### src/rtl/midi_pkg.sv
// Shared definitions for the MIDI transmit path: event types, status nibbles,
// baud divisor and status-byte helpers.
package midi_pkg;

    typedef enum logic [1:0] {
        EV_NOTE_OFF = 2'b00,
        EV_NOTE_ON  = 2'b01,
        EV_CTRL     = 2'b10,
        EV_RSVD     = 2'b11
    } ev_type_e;

    localparam logic [3:0] ST_NOTE_OFF = 4'h8;
    localparam logic [3:0] ST_NOTE_ON  = 4'h9;
    localparam logic [3:0] ST_CTRL     = 4'hB;

    typedef enum logic [2:0] {
        S_IDLE        = 3'd0,
        S_SEND_STATUS = 3'd1,
        S_SEND_D1     = 3'd2,
        S_SEND_D2     = 3'd3,
        S_DONE        = 3'd4
    } msg_state_e;

    function automatic int clks_per_bit(input int freq, input int baud);
        return freq / baud;
    endfunction

    // Reserved type yields a zero nibble; callers never transmit it.
    function automatic logic [7:0] status_byte(input logic [1:0] ev_type, input logic [3:0] channel);
        logic [3:0] nib;
        case (ev_type_e'(ev_type))
            EV_NOTE_OFF: nib = ST_NOTE_OFF;
            EV_NOTE_ON:  nib = ST_NOTE_ON;
            EV_CTRL:     nib = ST_CTRL;
            default:     nib = 4'h0;
        endcase
        return {nib, channel};
    endfunction

endpackage

### src/rtl/uart_tx_serializer.sv
// 8N1 UART byte serializer. idle is also high during the final cycle of a
// stop bit so the next byte can be loaded with no gap on the line.
module uart_tx_serializer #(
    parameter int CLKS_PER_BIT = 3200
) (
    input  logic       clk,
    input  logic       rst,
    input  logic       load,
    input  logic [7:0] byte_in,
    output logic       idle,
    output logic       tx
);

    localparam int CW = (CLKS_PER_BIT > 1) ? $clog2(CLKS_PER_BIT) : 1;
    localparam logic [CW-1:0] BAUD_LAST = CW'(CLKS_PER_BIT - 1);
    localparam logic [CW-1:0] BAUD_ONE  = CW'(1);

    logic [CW-1:0] baud_cnt_r;
    logic [3:0]    bit_cnt_r;
    logic [9:0]    shift_r;
    logic          active_r;
    logic          tx_r;
    logic          last_tick_s;
    logic          load_s;

    assign last_tick_s = active_r && (bit_cnt_r == 4'd9) && (baud_cnt_r == BAUD_LAST);
    assign idle        = !active_r || last_tick_s;
    assign load_s      = load && idle;
    assign tx          = tx_r;

    // Shift register, bit/baud counters and the registered line driver.
    always_ff @(posedge clk) begin
        if (rst) begin
            active_r   <= 1'b0;
            baud_cnt_r <= '0;
            bit_cnt_r  <= 4'd0;
            shift_r    <= 10'h3FF;
            tx_r       <= 1'b1;
        end else begin
            tx_r <= active_r ? shift_r[0] : 1'b1;
            if (load_s) begin
                active_r   <= 1'b1;
                baud_cnt_r <= '0;
                bit_cnt_r  <= 4'd0;
                shift_r    <= {1'b1, byte_in, 1'b0};
            end else if (active_r) begin
                if (baud_cnt_r == BAUD_LAST) begin
                    baud_cnt_r <= '0;
                    shift_r    <= {1'b1, shift_r[9:1]};
                    bit_cnt_r  <= bit_cnt_r + 4'd1;
                    if (bit_cnt_r == 4'd9) begin
                        active_r <= 1'b0;
                    end
                end else begin
                    baud_cnt_r <= baud_cnt_r + BAUD_ONE;
                end
            end
        end
    end

endmodule

### src/rtl/midi_note_transmitter.sv
// MIDI OUT message builder and 8N1 transmitter at BAUD_RATE.
// Optional macro MIDI_RUNNING_STATUS_EN omits a status byte equal to the last one sent.
module midi_note_transmitter
    import midi_pkg::*;
#(
    parameter int CLOCK_FREQ = 100000000,
    parameter int BAUD_RATE  = 31250
) (
    input  logic        clk,
    input  logic        rst,
    input  logic        ev_valid,
    output logic        ev_ready,
    input  logic [1:0]  ev_type,
    input  logic [3:0]  ev_channel,
    input  logic [6:0]  ev_data1,
    input  logic [6:0]  ev_data2,
    output logic        midi_out,
    output logic        busy,
    output logic [15:0] msg_count
);

    localparam int CLKS_PER_BIT = clks_per_bit(CLOCK_FREQ, BAUD_RATE);

    msg_state_e  state_r, next_state_s;
    logic [1:0]  type_r;
    logic [3:0]  chan_r;
    logic [6:0]  d1_r, d2_r;
    logic        sent_r, sent_next_s;
    logic        ev_ready_r, busy_r;
    logic [15:0] msg_count_r;
    logic        accept_s, rs_hit_s, load_s, ser_idle_s;
    logic [7:0]  byte_s, status_s;

    assign accept_s  = ev_valid && ev_ready_r;
    assign status_s  = status_byte(type_r, chan_r);
    assign ev_ready  = ev_ready_r;
    assign busy      = busy_r;
    assign msg_count = msg_count_r;

`ifdef MIDI_RUNNING_STATUS_EN
    logic [7:0] last_status_r;

    assign rs_hit_s = (status_byte(ev_type, ev_channel) == last_status_r);

    // Status of the most recently completed message.
    always_ff @(posedge clk) begin
        if (rst) begin
            last_status_r <= 8'h00;
        end else if (state_r == S_DONE) begin
            last_status_r <= status_s;
        end
    end
`else
    assign rs_hit_s = 1'b0;
`endif

    // sent_r marks that the current state's byte is already in the serializer;
    // the next byte is then loaded on the serializer's final stop-bit cycle.
    always_comb begin
        next_state_s = state_r;
        sent_next_s  = sent_r;
        load_s       = 1'b0;
        byte_s       = 8'h00;
        case (state_r)
            S_IDLE: begin
                if (accept_s) begin
                    sent_next_s = 1'b0;
                    if (ev_type == EV_RSVD) begin
                        next_state_s = S_IDLE;
                    end else if (rs_hit_s) begin
                        next_state_s = S_SEND_D1;
                    end else begin
                        next_state_s = S_SEND_STATUS;
                    end
                end else begin
                    next_state_s = S_IDLE;
                end
            end
            S_SEND_STATUS: begin
                if (ser_idle_s && !sent_r) begin
                    load_s      = 1'b1;
                    byte_s      = status_s;
                    sent_next_s = 1'b1;
                end else if (ser_idle_s) begin
                    load_s       = 1'b1;
                    byte_s       = {1'b0, d1_r};
                    next_state_s = S_SEND_D1;
                end else begin
                    next_state_s = S_SEND_STATUS;
                end
            end
            S_SEND_D1: begin
                if (ser_idle_s && !sent_r) begin
                    load_s      = 1'b1;
                    byte_s      = {1'b0, d1_r};
                    sent_next_s = 1'b1;
                end else if (ser_idle_s) begin
                    load_s       = 1'b1;
                    byte_s       = {1'b0, d2_r};
                    next_state_s = S_SEND_D2;
                end else begin
                    next_state_s = S_SEND_D1;
                end
            end
            S_SEND_D2: begin
                if (ser_idle_s) begin
                    next_state_s = S_DONE;
                    sent_next_s  = 1'b0;
                end else begin
                    next_state_s = S_SEND_D2;
                end
            end
            S_DONE:  next_state_s = S_IDLE;
            default: next_state_s = S_IDLE;
        endcase
    end

    // State, event latch, handshake/busy flags and message counter.
    always_ff @(posedge clk) begin
        if (rst) begin
            state_r     <= S_IDLE;
            type_r      <= 2'b00;
            chan_r      <= 4'h0;
            d1_r        <= 7'h00;
            d2_r        <= 7'h00;
            sent_r      <= 1'b0;
            ev_ready_r  <= 1'b1;
            busy_r      <= 1'b0;
            msg_count_r <= 16'd0;
        end else begin
            state_r    <= next_state_s;
            sent_r     <= sent_next_s;
            // Reserved events stay in IDLE yet still drop ready for one cycle.
            ev_ready_r <= (next_state_s == S_IDLE) && !accept_s;
            busy_r     <= (next_state_s != S_IDLE);
            if (accept_s) begin
                type_r <= ev_type;
                chan_r <= ev_channel;
                d1_r   <= ev_data1;
                d2_r   <= ev_data2;
            end
            if (state_r == S_DONE) begin
                msg_count_r <= msg_count_r + 16'd1;
            end
        end
    end

    uart_tx_serializer #(
        .CLKS_PER_BIT(CLKS_PER_BIT)
    ) u_ser (
        .clk     (clk),
        .rst     (rst),
        .load    (load_s),
        .byte_in (byte_s),
        .idle    (ser_idle_s),
        .tx      (midi_out)
    );

endmodule

### config.mk
export PLATFORM = sky130hd
export DESIGN_NAME = midi_note_transmitter
export DESIGN_NICKNAME = d
export VERILOG_FILES = /design/src/rtl/midi_pkg.sv /design/src/rtl/uart_tx_serializer.sv /design/src/rtl/midi_note_transmitter.sv
export SDC_FILE = /design/constraint.sdc
export NUM_CORES = 1
export LEC_CHECK = 0
export CORE_MARGIN = 10
export CORE_UTILIZATION = 59
export CTS_CLUSTER_DIAMETER = 80
export CTS_CLUSTER_SIZE = 20
export DETAILED_ROUTE_END_ITERATION = 10
export PLACE_DENSITY = 0.85
export SLEW_MARGIN = 40
export SYNTH_ARGS = -nofsm -noshare
export SYNTH_HDL_FRONTEND = slang
export SYNTH_SLANG_ARGS = --single-unit
### constraint.sdc
create_clock -name clk -period 5.48 [get_ports clk]
set_input_delay 0.548 -clock clk [delete_from_list [all_inputs] [get_ports clk]]
set_output_delay 0.548 -clock clk [all_outputs]
set_load 0.02 [all_outputs]
==> results.toml, run 1 <==
[critical_path]
crit_slowest_cell = "nand2_1"
cp-end-kind = "flop"
rr_endpoint = "u_ser.baud_cnt_r[7]"
r2r_cells = 6
worst_r2r_startpoint = "u_ser.baud_cnt_r[0]"
cp.required_ns = 5.70
crit_path_cell_trace = "ha_1, nand4b_1, o41ai_4, nand2_1, nand2_2, nor2_1"
max_stage_delay_ns = 0.44
critPathLaunchType = "flop"
path_max_fanout = 11
r2r_setup_slack_ns = 3.33
cp.arrival_ns = 2.38
crit_type = "flop to flop"

[place]
place_congestion = 0.8218
io_buffer_count = 41
place_hpwl_um = 4592

[final_layout]
n_fill_cell = 384
drive_gt1_share_pct = 7.178
multi_input_area_um2 = 1672
seq_area_um2 = 1381
n_antenna_cell = 0
nets = 428
area_growth_pct = 19.37

[timing]
rsz0062_at_grt = "false"
slew_headroom_pct = 51.14
hold_ws_ns = 0.4582
hold_violations = 0
finalSetupViolCount = 0
slew_viol_final = 0
worst_clock_skew_ns = 0.008414
fmax_mhz = 464.1
finalCritPeriodShare_pct = 39.32
setup_tns_ns = 0
tightest_slew_ns = 0.7311
min_period_ns = 2.155

[clocking]
hold_buffers = 0
post_cts_resized = 0
cts.sinks = 69
clock_latency_ns = 0.34
cts_made_buffers = 9
postCtsSetupRepairBufs = 0
root_buffer = "clkbuf_8"
cts_tree = "done"
clk_path_buf_depth = 2
path_clk_slew_ns = 0.07
cts-htree-levels = 3

[yosys]
syn_inst = 368
syn_area_um2 = 3178
ys.flop_type = "dfxtp_1"
synth_top_area_share_pct = 43.46
yosys.area.top_type = "dfxtp_1"
synthesis.nets = 397
synth-edff-count = 0
ys_seq_area_share_pct = 43.46
yosysWarnings = 0
synthArstFlopShare_pct = 0
avgSynthCellArea_um2 = 8.636
synth.ff_latch_count = 69
synthDistinctLibCells = 54
ys_top_cells_by_area = "dfxtp_1 43%, nand2_1 7.7%, a21oi_1 5.8%, nor2_1 4.0%, xnor2_1 3.9%"

[routing]
drc = 0
met3_length_um = 398
wl_met1_um = 3002
routed_via_density = 5.470
post_drt_wl_per_cell_um = 14.14
ant_nets = 0
met2_length_um = 3231
wl_um = 6701
drt_first_pass_iters = 4
highest_layer = "met4"
vias = 2593
first_iter_violations = 164

[global_route]
antenna_found_initial = 0
grt_usage_pct = 16.07
grt_max_degree = 56
grt_overflow_total = 0
grt_pass1_wl_um = 11610
grt_pass1_vias = 2537

[min_path]
hold_start = "d1_r[4]"
hold_path_class = "flop to flop"
worstHoldPathCells = 2
min_to = "d1_r[4]"

[floorplanning]
die_x_um = 93.39
dieHeight_um = 93.39
start_util_pct = 61.44
core-area_um2 = 5172
rows = 26
io_pins = 42
die-area_um2 = 8722

[power_and_ir_drop]
p_leak_nw = 1.383
ir_drop_uv = 210.6
powerDensity_nw_per_um2 = 283.8

[run]
maxCapViolations = 0

[outcome]
outcome = "finished, final reports clean"
registers in the layout, indices dropped and copies added (netlist names), 2 cells and up:
| signal | count |
|---|---|
| d2_r | 7 |
| msg_count | 16 |
| u_ser.baud_cnt_r | 12 |
| state_r | 3 |
| u_ser.bit_cnt_r | 4 |
| u_ser.shift_r | 9 |
| type_r | 2 |
| d1_r | 7 |
| chan_r | 4 |
layout make-up:
cell class,instances,share of cell area (%)
timing repair buffer,41,10.75
clock buffer,13,4.453
multi-input combinational,269,44.06
inverter,9,0.8905
clock inverter,3,1.121
sequential,69,36.41
tap,70,2.309
how the worst max path moves through the flow:
stage / from / endpoint / slack [ns] / cells after the start
6_report: u_ser.baud_cnt_r[0] / u_ser.baud_cnt_r[7] / 3.33 / 6
5_1_grt: u_ser.baud_cnt_r[0] / u_ser.baud_cnt_r[7] / 3.04 / 6
4_1_cts: u_ser.baud_cnt_r[0] / u_ser.baud_cnt_r[7] / 3.30 / 6
3_5_place_dp: ev_valid / state_r[0] / 3.16 / 6
3_3_place_gp: ev_valid / state_r[0] / 3.18 / 6
2_1_floorplan: msg_count[2] / msg_count[11] / 3.70 / 5
placed cells by master (no fill, tap or decap), drive strengths merged, types with 3 or more instances in the layout:
cell           count
nand3b             3
nor3               5
nor4b              3
clkbuf            13
o21ai             16
a22oi              6
nand4              7
xnor2             14
a211oi             3
and3               3
nor4               4
dfxtp             69
a21oi             37
nand2             66
nor2              34
xor2              10
ha                 6
nand2b             4
inv                9
or3                6
clkdlybuf4s50     40
mux2i              9
nor2b              4
nand3              7
report_power, final:
part / switching [mW] / total (mW) / internal [mW]
Combinational: 0.0548 / 0.104 / 0.0491
Sequential: 0.0202 / 0.544 / 0.524
Clock: 0.182 / 0.429 / 0.247
Total: 0.257 / 1.08 / 0.820
worst max-delay path: cells and delay by family (launching register included):
family,cells,cell delay (ns)
simple gates,4,1.03
flops,1,0.37
compound gates,1,0.42
fa+ha+maj,1,0.22
layer usage:
metal | track usage, % | vias to the layer above
li1 | - | 1330
met1 | 19.23 | 1199
met2 | 25.70 | 58
met3 | 6.395 | 6
met4 | 5.141 | 0
met5 | 0 | -
cells in the mapped netlist, types with 2 or more instances:
| cell type | count |
|---|---|
| clkbuf_1 | 13 |
| xnor2_1 | 14 |
| ha_1 | 6 |
| inv_1 | 9 |
| dfxtp_1 | 69 |
| or3_1 | 6 |
| nor2b_1 | 4 |
| o21ai_0 | 12 |
| a211oi_1 | 3 |
| nor4_1 | 2 |
| a22oi_1 | 6 |
| a21o_1 | 2 |
| nand3b_1 | 3 |
| nand4b_1 | 2 |
| and3_1 | 3 |
| a21oi_1 | 37 |
| nor4b_1 | 3 |
| nand3_1 | 6 |
| o21ai_1 | 4 |
| a311oi_1 | 2 |
| buf_6 | 2 |
| nand4_1 | 5 |
| nand2_1 | 65 |
| buf_2 | 2 |
| mux2i_1 | 9 |
| xor2_1 | 10 |
| nor2_1 | 34 |
| nor4_4 | 2 |
| nor3_1 | 4 |
| nand2b_1 | 4 |
| buf_1 | 2 |
logic make-up (layout without fill, tap and decap cells):
logic type	Yosys count	after routing	share of synthesized area (%)
simple gates	156	156	26.22
compound gates	74	74	14.25
flops	69	69	43.46
buf+inv	30	66	4.252
xor+xnor	24	24	6.614
mux	9	9	2.835
fa+ha+maj	6	6	2.362
per-stage QoR:
stage          utilization, %  power (mW)  cells  cell area (um^2)  worst slack (ns)
5_1_grt                 73.34       1.125    474              3794             3.038
3_3_place_gp            69.01      0.6540    458              3570             3.183
2_1_floorplan               -      0.6243    368              3178             3.698
6_report                73.34       1.077    474              3794             3.325
4_1_cts                 73.15       1.081    474              3784             3.299
3_5_place_dp            69.06      0.6570    458              3572             3.159
(Power assumes the default switching activity.)
==> inputs of run 2 (changes only) <==
--- a/config.mk
+++ b/config.mk
@@ -6,11 +6,11 @@
 export NUM_CORES = 1
 export LEC_CHECK = 0
 export CORE_MARGIN = 10
-export CORE_UTILIZATION = 59
+export CORE_UTILIZATION = 55
 export CTS_CLUSTER_DIAMETER = 80
 export CTS_CLUSTER_SIZE = 20
 export DETAILED_ROUTE_END_ITERATION = 10
-export PLACE_DENSITY = 0.85
+export PLACE_DENSITY = 0.8
 export SLEW_MARGIN = 40
 export SYNTH_ARGS = -nofsm -noshare
 export SYNTH_HDL_FRONTEND = slang
==> constraint.sdc (replaced) <==
create_clock -name clk -period 2.2 [get_ports clk]
set_input_delay 0.22 -clock clk [delete_from_list [all_inputs] [get_ports clk]]
set_output_delay 0.22 -clock clk [all_outputs]
set_load 0.02 [all_outputs]
==> run 2 against run 1 <==
Worst hold slack got worse by 0.21 ns. Total power grew 140%. Maximum frequency increased by 10%. Largest cell class unchanged. Critical path type unchanged. Largest power group unchanged.
==> results.toml, run 2 (synthesis gave the netlist of run 1 again) <==
[final_layout]
final_cell_mix = "69 x dfxtp_1, 65 x nand2_1, 40 x clkdlybuf4s50_1, 36 x a21oi_1, 34 x nor2_1"
nets = 438
n_antenna_cell = 0
largest_register_ffs = 16
postLayoutCellArea_um2 = 3829
area_growth_pct = 20.47
final_common_cell = "dfxtp_1"
utilization_pct = 69.11
drive_gt1_share_pct = 9.179
instances_no_fill = 486

[critical_path]
cp.arrival_ns = 2.18
cp.buffers_inverters = 0
max_stage_delay_ns = 0.63
crit_family = "simple AND/OR/NAND/NOR gates"
path_max_fanout = 17
cp.required_ns = 2.42
r2r_setup_slack_ns = 0.24
r2r_cells = 5
crit_type = "flop to flop"
path_depth = 5
worst_r2r_startpoint = "state_r[0]"
rr_endpoint = "u_ser.baud_cnt_r[7]"
crit_path_cell_trace = "nand2b_1, a21oi_1, nand2_1, nand2_2, nor2_1"
critPathLaunchType = "flop"
crit_slowest_cell = "dfxtp_1"
cp-end-kind = "flop"

[routing]
wl_um = 6719
first_iter_violations = 100
drt_first_pass_iters = 4
ant_nets = 0
routed_via_density = 5.340
vias = 2595
drc = 0
post_drt_wl_per_cell_um = 13.83

[timing]
fmax_mhz = 510.4
tightest_slew_ns = 0.6647
finalCritPeriodShare_pct = 89.06
finalSetupViolCount = 0
hold_violations = 0
rsz0062_at_grt = "false"
fin_ws_ns = 0.2407
slew_headroom_pct = 55.69
min_period_ns = 1.959
worst_clock_skew_ns = 0.009438
setup_tns_ns = 0
slew_viol_final = 0

[global_route]
grt_overflow_total = 0
grt_usage_pct = 15.54
antenna_found_initial = 0
grt_pass1_vias = 2556
grt_pass1_wl_um = 11600
grt_max_degree = 25

[power_and_ir_drop]
cell_internal_pwr_mw = 1.904
swShare_pct = 25.51
p_sw_uw = 652.1
p_leak_nw = 1.416
seqPwrFrac_pct = 52.8
powerDensity_nw_per_um2 = 667.5
ir_drop_uv = 515.6
clkPwrFrac_pct = 36.4
pwr-share-comb_pct = 10.8

[outcome]
outcome = "finished, final reports clean"

[place]
dp.cells = 470
dpl_worst_slack_ns = 0.2355
io_buffer_count = 41
place_hpwl_um = 4767
placed_cell_area_um2 = 3647
place_congestion = 0.7833

[clocking]
path_clk_slew_ns = 0.07
clk_path_buf_depth = 2
postCtsSetupRepairBufs = 0
hold_buffers = 0
cts.sinks = 69
root_buffer = "clkbuf_8"
cts_made_buffers = 9
cts_tree = "done"
cts-htree-levels = 3
post_cts_resized = 0
clock_latency_ns = 0.34

[min_path]
min_to = "u_ser.shift_r[0]"
worstHoldPathCells = 3
hold_path_class = "input pin to flop"
hold_start = "rst"

[floorplanning]
die-area_um2 = 9219
core-area_um2 = 5540
die_x_um = 96.02
rows = 27
io_pins = 42
dieHeight_um = 96.02
start_util_pct = 57.36

[run]
maxCapViolations = 0
## run 2: tightest hold or removal path, cell delays in order
cell and delay (ns):
buf_2 0.21, a21oi_1 0.07, nand2_1 0.06
## run 2: stage by stage
step	power [mW]	hold WS [ns]
detailed placement	1.653	0.4464
global placement	1.645	0.4299
finish	2.556	0.2482
global route	2.667	0.2817
floorplan	1.555	0.3560
CTS	2.569	0.2341
## run 2: layout make-up
cell class,count,area [um^2]
fill,478,1712
multi-input combinational,269,1665
sequential,69,1381
timing repair buffer,51,480.5
clock buffer,12,155.1
tap,72,90.09
inverter,9,33.78
clock inverter,4,22.52
## run 2: worst max path at each step
stage	start	to
3_3_place_gp	state_r[0]	u_ser.shift_r[8]
5_1_grt	state_r[0]	u_ser.baud_cnt_r[10]
6_report	state_r[0]	u_ser.baud_cnt_r[7]
3_5_place_dp	state_r[0]	u_ser.shift_r[8]
4_1_cts	state_r[0]	u_ser.shift_r[8]
2_1_floorplan	msg_count[2]	msg_count[11]
## run 2: metal layers
metal  up-vias  global-route usage, %  wire length, um
li1       1344                      -                -
met1      1194                  20.28             3321
met2        50                  23.77             2981
met3         7                  5.136              342
met4         0                  4.791               73
met5         -                      0                0
## run 2: power by group through the flow
stage	Sequential, mW	Clock, mW	Combinational [mW]
2_1_floorplan	1.36	0	0.194
3_3_place_gp	1.38	0	0.270
3_5_place_dp	1.38	0	0.275
4_1_cts	1.35	0.942	0.276
5_1_grt	1.36	0.998	0.312
6_report	1.35	0.930	0.276
